==> src/rtl/mips_control_fsm_pkg.sv <==
// Shared encodings for the multi-cycle MIPS control sequencer: one-hot phase
// codes, the supported opcodes, ALU/PC select codes and the strobe bundle
// produced by the decoder.
package mips_ctrl_pkg;

   // One-hot phase encoding; the register file keys its read on ST_ID and its
   // write on ST_WB, so these values must stay exactly as listed.
   typedef enum logic [5:0] {
      ST_HALT = 6'b000000,
      ST_IF   = 6'b000001,
      ST_ID   = 6'b000010,
      ST_EX   = 6'b000100,
      ST_MEMW = 6'b001000,
      ST_MEMR = 6'b010000,
      ST_WB   = 6'b100000
   } state_t;

   // Opcodes (IR[31:26]) understood by the sequencer
   localparam logic [5:0] RTYPE   = 6'b000000;
   localparam logic [5:0] LW      = 6'b100011;
   localparam logic [5:0] SW      = 6'b101011;
   localparam logic [5:0] BEQ     = 6'b000100;
   localparam logic [5:0] J       = 6'b000010;
   localparam logic [5:0] ADDI    = 6'b001000;
   localparam logic [5:0] HALT_OP = 6'b111111;

   // ALU operation select
   localparam logic [1:0] ALUOP_ADD   = 2'b00;
   localparam logic [1:0] ALUOP_SUB   = 2'b01;
   localparam logic [1:0] ALUOP_FUNCT = 2'b10;

   // PC source select
   localparam logic [1:0] PCSRC_SEQ    = 2'b00;
   localparam logic [1:0] PCSRC_BRANCH = 2'b01;
   localparam logic [1:0] PCSRC_JUMP   = 2'b10;

   // Every strobe the decoder drives, plus the internal retire pulse
   typedef struct packed {
      logic       mem_req;
      logic       mem_read;
      logic       mem_write;
      logic       ir_write;
      logic       pc_write;
      logic       pc_write_cond;
      logic [1:0] pc_src;
      logic       reg_write;
      logic       reg_dst;
      logic       alu_src;
      logic [1:0] alu_op;
      logic       mem_to_reg;
      logic       illegal;
      logic       halted;
      logic       retire;
   } ctrl_t;

   // Opcodes that need an execute phase after decode
   function automatic logic goes_to_ex(input logic [5:0] op);
      logic r;
      case (op)
         RTYPE, LW, SW, BEQ, ADDI: r = 1'b1;
         default:                  r = 1'b0;
      endcase
      return r;
   endfunction

endpackage

==> src/rtl/mips_control_fsm_if.sv <==
// Instruction/data memory handshake between the control sequencer (master)
// and the memory model or arbiter (slave).
interface mips_control_fsm_if;
   logic mem_req;
   logic mem_ready;
   logic MemRead;
   logic MemWrite;

   modport master (output mem_req, output MemRead, output MemWrite, input mem_ready);
   modport slave  (input mem_req, input MemRead, input MemWrite, output mem_ready);
endinterface

==> src/rtl/mips_ctrl_decode.sv <==
// Combinational strobe decoder: maps the current phase and the effective
// opcode (raw opcode in ID, latched opcode afterwards) onto the strobe bundle.
module mips_ctrl_decode
   import mips_ctrl_pkg::*;
(
   input  state_t     i_state,
   input  logic [5:0] i_opcode,
   input  logic       i_mem_ready,
   output ctrl_t      o_ctrl
);

   // Moore decode of the phase; IF and MEMW additionally qualify on mem_ready
   always_comb begin
      o_ctrl = '0;
      case (i_state)
         ST_IF: begin
            o_ctrl.mem_req  = 1'b1;
            o_ctrl.mem_read = 1'b1;
            // Load IR and advance PC only in the cycle the fetch completes
            if (i_mem_ready) begin
               o_ctrl.ir_write = 1'b1;
               o_ctrl.pc_write = 1'b1;
               o_ctrl.pc_src   = PCSRC_SEQ;
            end
         end
         ST_ID: begin
            case (i_opcode)
               J: begin
                  o_ctrl.pc_write = 1'b1;
                  o_ctrl.pc_src   = PCSRC_JUMP;
                  o_ctrl.retire   = 1'b1;
               end
               RTYPE, LW, SW, BEQ, ADDI, HALT_OP: ;
               default: o_ctrl.illegal = 1'b1;
            endcase
         end
         ST_EX: begin
            case (i_opcode)
               RTYPE: o_ctrl.alu_op = ALUOP_FUNCT;
               ADDI, LW, SW: begin
                  o_ctrl.alu_src = 1'b1;
                  o_ctrl.alu_op  = ALUOP_ADD;
               end
               BEQ: begin
                  // PC update is gated by zero in the datapath, not here
                  o_ctrl.alu_op        = ALUOP_SUB;
                  o_ctrl.pc_write_cond = 1'b1;
                  o_ctrl.pc_src        = PCSRC_BRANCH;
                  o_ctrl.retire        = 1'b1;
               end
               default: ;
            endcase
         end
         ST_MEMR: begin
            o_ctrl.mem_req  = 1'b1;
            o_ctrl.mem_read = 1'b1;
         end
         ST_MEMW: begin
            o_ctrl.mem_req   = 1'b1;
            o_ctrl.mem_write = 1'b1;
            o_ctrl.retire    = i_mem_ready;
         end
         ST_WB: begin
            o_ctrl.reg_write  = 1'b1;
            o_ctrl.reg_dst    = (i_opcode == RTYPE);
            o_ctrl.mem_to_reg = (i_opcode == LW);
            o_ctrl.retire     = 1'b1;
         end
         ST_HALT: o_ctrl.halted = 1'b1;
         default: ;
      endcase
   end

endmodule

==> src/rtl/mips_control_fsm.sv <==
// Multi-cycle control sequencer for the non-pipelined MIPS core: phase
// register, latched opcode for EX onward, and the retired-instruction counter.
module mips_control_fsm
   import mips_ctrl_pkg::*;
#(
   parameter int CNT_W = 16
) (
   input  logic               clk,
   input  logic               rst_n,
   input  logic [5:0]         opcode,
   input  logic               zero,
   mips_control_fsm_if.master mem_if,
   output logic [5:0]         state,
   output logic               RegWrite,
   output logic               RegDst,
   output logic               ALUSrc,
   output logic [1:0]         ALUOp,
   output logic               MemtoReg,
   output logic               IRWrite,
   output logic               PCWrite,
   output logic               PCWriteCond,
   output logic [1:0]         PCSrc,
   output logic               illegal,
   output logic               halted,
   output logic [CNT_W-1:0]   retired
);

   state_t           r_state;
   state_t           w_next;
   logic [5:0]       r_op_q;
   logic [CNT_W-1:0] r_retired;
   logic [5:0]       w_dec_op;
   ctrl_t            w_ctrl;
   logic             w_unused;

   // zero only matters to the datapath's branch gating
   assign w_unused = zero;

   // ID decides on the live opcode; later phases must ignore IR changes
   assign w_dec_op = (r_state == ST_ID) ? opcode : r_op_q;

   mips_ctrl_decode u_decode (
      .i_state     (r_state),
      .i_opcode    (w_dec_op),
      .i_mem_ready (mem_if.mem_ready),
      .o_ctrl      (w_ctrl)
   );

   // Next-phase selection
   always_comb begin
      w_next = r_state;
      case (r_state)
         ST_IF:   if (mem_if.mem_ready) w_next = ST_ID;
         ST_ID: begin
            if (goes_to_ex(opcode))      w_next = ST_EX;
            else if (opcode == HALT_OP)  w_next = ST_HALT;
            else                         w_next = ST_IF;
         end
         ST_EX: begin
            case (r_op_q)
               RTYPE, ADDI: w_next = ST_WB;
               LW:          w_next = ST_MEMR;
               SW:          w_next = ST_MEMW;
               default:     w_next = ST_IF;
            endcase
         end
         ST_MEMR: if (mem_if.mem_ready) w_next = ST_WB;
         ST_MEMW: if (mem_if.mem_ready) w_next = ST_IF;
         ST_WB:   w_next = ST_IF;
         ST_HALT: w_next = ST_HALT;
         default: w_next = ST_IF;
      endcase
   end

   // Phase register; reset aborts whatever was in flight
   always_ff @(posedge clk) begin
      if (!rst_n) r_state <= ST_IF;
      else        r_state <= w_next;
   end

   // Opcode latch on EX entry and retire counter (wraps naturally)
   always_ff @(posedge clk) begin
      if (!rst_n) begin
         r_op_q    <= '0;
         r_retired <= '0;
      end else begin
         if (r_state == ST_ID && w_next == ST_EX) r_op_q <= opcode;
         if (w_ctrl.retire) r_retired <= r_retired + CNT_W'(1);
      end
   end

   assign state           = r_state;
   assign retired         = r_retired;
   assign mem_if.mem_req  = w_ctrl.mem_req;
   assign mem_if.MemRead  = w_ctrl.mem_read;
   assign mem_if.MemWrite = w_ctrl.mem_write;
   assign IRWrite         = w_ctrl.ir_write;
   assign PCWrite         = w_ctrl.pc_write;
   assign PCWriteCond     = w_ctrl.pc_write_cond;
   assign PCSrc           = w_ctrl.pc_src;
   assign RegWrite        = w_ctrl.reg_write;
   assign RegDst          = w_ctrl.reg_dst;
   assign ALUSrc          = w_ctrl.alu_src;
   assign ALUOp           = w_ctrl.alu_op;
   assign MemtoReg        = w_ctrl.mem_to_reg;
   assign illegal         = w_ctrl.illegal;
   assign halted          = w_ctrl.halted;

endmodule

==> src/flat_wrapper.sv <==
// flat-port wrapper written by rule: the top's interface ports become plain ports
module mips_control_fsm_flat import mips_ctrl_pkg::*;
#(
   parameter int CNT_W = 16
)
  (clk, rst_n, opcode, zero, state, RegWrite, RegDst, ALUSrc, ALUOp, MemtoReg, IRWrite, PCWrite, PCWriteCond, PCSrc, illegal, halted, retired, mem_if_mem_req, mem_if_MemRead, mem_if_MemWrite, mem_if_mem_ready);
  mips_control_fsm_if mem_if_i ();
  input  logic clk;
  input  logic rst_n;
  input  logic [5:0] opcode;
  input  logic zero;
  output logic [5:0] state;
  output logic RegWrite;
  output logic RegDst;
  output logic ALUSrc;
  output logic [1:0] ALUOp;
  output logic MemtoReg;
  output logic IRWrite;
  output logic PCWrite;
  output logic PCWriteCond;
  output logic [1:0] PCSrc;
  output logic illegal;
  output logic halted;
  output logic [CNT_W-1:0] retired;
  output wire logic [$bits(mem_if_i.mem_req)-1:0] mem_if_mem_req;
  output wire logic [$bits(mem_if_i.MemRead)-1:0] mem_if_MemRead;
  output wire logic [$bits(mem_if_i.MemWrite)-1:0] mem_if_MemWrite;
  input wire logic [$bits(mem_if_i.mem_ready)-1:0] mem_if_mem_ready;
  assign mem_if_mem_req = mem_if_i.mem_req;
  assign mem_if_MemRead = mem_if_i.MemRead;
  assign mem_if_MemWrite = mem_if_i.MemWrite;
  assign mem_if_i.mem_ready = mem_if_mem_ready;
  mips_control_fsm #(.CNT_W(CNT_W)) u_core (.clk(clk), .rst_n(rst_n), .opcode(opcode), .zero(zero), .mem_if(mem_if_i), .state(state), .RegWrite(RegWrite), .RegDst(RegDst), .ALUSrc(ALUSrc), .ALUOp(ALUOp), .MemtoReg(MemtoReg), .IRWrite(IRWrite), .PCWrite(PCWrite), .PCWriteCond(PCWriteCond), .PCSrc(PCSrc), .illegal(illegal), .halted(halted), .retired(retired));
endmodule
==> config.mk <==
export PLATFORM = sky130hd
export DESIGN_NAME = mips_control_fsm_flat
export DESIGN_NICKNAME = d
export VERILOG_FILES = /design/src/rtl/mips_control_fsm_pkg.sv /design/src/rtl/mips_control_fsm_if.sv /design/src/rtl/mips_ctrl_decode.sv /design/src/rtl/mips_control_fsm.sv /design/src/flat_wrapper.sv
export SDC_FILE = /design/constraint.sdc
export NUM_CORES = 1
export LEC_CHECK = 0
export ABC_AREA = 1
export CAP_MARGIN = 5
export CORE_MARGIN = 2
export CORE_UTILIZATION = 45
export CTS_CLUSTER_SIZE = 10
export DETAILED_ROUTE_END_ITERATION = 6
export PLACE_DENSITY = 0.74
export RECOVER_POWER = 25
export SYNTH_ARGS = -nofsm -noshare
export SYNTH_HDL_FRONTEND = slang
export SYNTH_SLANG_ARGS = --single-unit
==> constraint.sdc <==
create_clock -name clk -period 2.5 [get_ports clk]
set_input_delay 0.375 -clock clk [delete_from_list [all_inputs] [get_ports clk]]
set_output_delay 0.375 -clock clk [all_outputs]
set_load 0.02 [all_outputs]
==> impl_metrics.csv, run 1 <==
group,metric,value,unit
status,outcome,"finished, final reports clean",
logic_synthesis,synth_area_leaders,"dfxtp_1 (30%), nand2_1 (12%), nand3_1 (8.5%), inv_1 (8.2%), a21oi_1 (5.8%)",
timing,slew_headroom,0.631,
logic_synthesis,syn_area,0.00189,sq mm
timing,rsz0062_at_grt,"false",
timing,skew,4.87,ps
cts,htreeDepth,1,
grt,met2_usage,0.351,
logic_synthesis,synth_edf_count,0,
finish,syn_to_final_growth,39.5,%
cts,clk_pin_slew,90,ps
cts,cts_tree,"built",
logic_synthesis,syn-num-nets,295,
floorplanning,num_rows,23,
detailed_routing,remaining_drc_errors,0,
detailed_routing,routed_wl,5060,um
timing,fin_crit,2390,ps
logic_synthesis,synth_async_sr_flop_share,0,
timing,fmax,418,MHz
grt,met3_usage,0.0260,
logic_synthesis,yosys.cell_types.count,31,
timing,holdWs,503,ps
placed_design,dp_cells,408,
setup_path,required,2120,ps
detailed_routing,routedWlPerCell,12.3,um
finish,register_area,561,sq um
placed_design,io_buffers,46,
power_and_ir_drop,power_density,329,mW/mm^2
timing,worstMarginPinSlew,549,ps
timing,finalHoldViolations,0,
placed_design,place_hpwl,4150,um
finish,fin_cells,411,
setup_path,worstPathArrival,2020,ps
logic_synthesis,synth_compound_area_frac,0.112,
logic_synthesis,synth_largest_area_cell,"dfxtp_1",
finish,n_antenna_cell,0,
min_path,hp-class,"flop to flop",
floorplanning,die_h,68.7,um
grt,met1_usage,0.331,
power_and_ir_drop,irDropWorstVdd,243,uV
setup_path,path_buf_inv,3,
timing,setup_violations,0,
grt,grt_max_degree,20,
logic_synthesis,synthFlopType,"dfxtp_1",
timing,drv_slew,0,
floorplanning,fp.dieW,68.7,um
cts,insertion_delay,270,ps
setup_path,path_class,"flop to primary output",
setup_path,cp-start-kind,"flop",
logic_synthesis,synthAdderAreaFrac,0.00664,
logic_synthesis,synth.top_cell.area_share,0.297,
power_and_ir_drop,leakage,1.23,nW
cts,root_buffer,"clkbuf_8",
logic_synthesis,synth.avg_cell_area,6.64,sq um
finish,post-route-cell-area,0.00263,sq mm
setup_path,cpPeakStageDelay,620,ps
logic_synthesis,synth-xor-area-share,0.0650,
setup_path,crit_slowest_cell,"clkdlybuf4s50_1",
placed_design,gp_congestion,0.899,
finish,final_util,0.653,
cts,cts_buffers,3,
logic_synthesis,synth_top_family_by_area,"simple AND/OR/NAND/NOR gates",
grt,grt_overflow_total,0,
floorplanning,io_pins,48,
finish,drive_gt1_frac,0.183,
finish,nFillCells,393,
logic_synthesis,synth-simple-area-share,0.399,
finish,finalNetCount,374,
logic_synthesis,ys_warn_count,0,
grt,gr-max-usage-layer,"met2",
grt,grt_pass1_wl,8110,um
timing,fin_crit_sh,0.958,
detailed_routing,drt_pass1_iterations,4,
finish,multi_input_area,0.00112,sq mm
cts,clockBufferDepth,2,
detailed_routing,post_drt_via_cell_ratio,5.07,
detailed_routing,num_vias,2085,
setup_path,path_cells,"clkbuf_1 -> nor2_1 -> nand4_1 -> inv_1 -> clkdlybuf4s50_1",
setup_path,crit_path_end_kind,"primary output",
logic_synthesis,yosysSeqAreaShare,0.297,
detailed_routing,ant_nets,0,
logic_synthesis,synth-seq-cells,28,
floorplanning,die-area,0.00472,sq mm
grt,antenna_found_initial,0,
setup_path,critPathTopFamily,"buffers and inverters",
grt,grt_usage,0.227,
grt,grt_pass1_vias,1838,
cts,postCtsSetupBuffers,0,
cts,clkSinkCount,28,
floorplanning,initial_core_util,0.468,
placed_design,post_dp_cell_area,0.00262,sq mm
floorplanning,core-area,0.00403,sq mm
logic_synthesis,synth.mux.area_fraction,0,
setup_path,critPathMaxFanout,4,
flow_run,maxCapViolCount,0,
detailed_routing,drtIter0Drc,136,
logic_synthesis,syn_inst,284,
power_and_ir_drop,p_total,0.864,mW
==> logic make-up (layout without fill, tap and decap cells) <==
family,after synthesis,after routing
AND/OR/NAND/NOR,152,152
buffers and inverters,53,130
AO/OA/AOI/OAI,36,36
flip-flops,28,28
XOR/XNOR,14,14
adder cells (fa/ha/maj),1,1
==> worst register-to-register path, cell delays in order, from the launching register on <==
cell and delay [ps]:
dfxtp_1 370, nor2_4 180, nand3_4 110, buf_4 150
nand2_2 60, nand2_2 60, buf_4 140, nand2_1 70
nor2_2 40, buf_4 130, a21oi_4 360, nand3_1 160
a21oi_2 150
==> path summary, 6_finish.rpt <==
| kind | from | end | slack [ps] | cells after the start |
|---|---|---|---|---|
| worst max register to register | u_core.state[4] | u_core.retired[1] | 440 | 12 |
| worst min-delay path | u_core.r_op_q[0] | u_core.r_op_q[0] | 500 | 2 |
| worst max-delay path | u_core.state[0] | mem_if_MemWrite | 110 | 5 |
| worst min register to register | u_core.r_op_q[0] | u_core.r_op_q[0] | 500 | 2 |
==> repair_timing <==
| action | 4_1_cts | 5_1_grt |
|---|---|---|
| gates cloned | 0 | 0 |
| endpoints found under the hold margin | 0 | 0 |
| resized for setup | 17 | 21 |
| hold buffers | 0 | 0 |
| setup endpoints to repair | 13 | 14 |
==> Yosys cell counts (5+ instances only) <==
cell	number
a21oi_1	22
nor3_1	11
dfxtp_1	28
nand3_1	32
nand4_1	10
buf_4	5
xnor2_1	5
inv_1	41
o21ai_0	7
nand2_1	59
nor2_1	24
xor2_1	9
nand2_2	5
==> registers in the layout, indices dropped and copies added (netlist names) <==
signal          cells
u_core.retired     16
u_core.r_op_q       6
u_core.state        6
==> stage by stage <==
stage,worst slack [ps],TNS (ps)
detailed placement,-279,-1520
floorplan,359,0
global route,1.56,0
global placement,-244,-1340
finish,105,0
CTS,-31.4,-43.9
==> layout make-up <==
class,count,share of cell area
Multi-Input combinational cell,203,0.424
Timing Repair Buffer,82,0.259
Sequential cell,28,0.213
Inverter,45,0.0642
Tap cell,50,0.0238
Clock buffer,3,0.0157
==> power by group <==
| part | switching, mW | leakage (nW) | total (mW) | internal (mW) |
|---|---|---|---|---|
| Clock | 0.137 | 0.0216 | 0.245 | 0.108 |
| Combinational | 0.0924 | 0.986 | 0.165 | 0.0729 |
| Sequential | 0.00435 | 0.226 | 0.454 | 0.449 |
==> placed cells by master (no fill, tap or decap), drive strengths merged, types with 3 or more instances in the layout <==
cell and instances:
dlygate4sd3 10, nand4 10, clkbuf 15, inv 44, dfxtp 28, a21oi 25
nor2 30, xnor2 5, nor3 11, dlygate4sd2 3, o21ai 7, clkdlybuf4s50 22
nand2 64, clkdlybuf4s15 3, xor2 9, buf 31, nand3 35
==> layer usage <==
layer,up-vias,part of all wire
met5,-,0
met4,0,0.011
met3,5,0.051
met2,72,0.44
met1,933,0.50
li1,1075,-
Note: power is estimated with default switching activity, not from simulation.
==> run 2, diff against run 1 <==
--- a/config.mk
+++ b/config.mk
@@ -6,7 +6,7 @@
 export NUM_CORES = 1
 export LEC_CHECK = 0
 export ABC_AREA = 1
-export CAP_MARGIN = 5
+export CAP_MARGIN = 20
 export CORE_MARGIN = 2
 export CORE_UTILIZATION = 45
 export CTS_CLUSTER_SIZE = 10
==> results of run 2 <==
The final DEF is identical to that of run 1; final timing and power are the same.
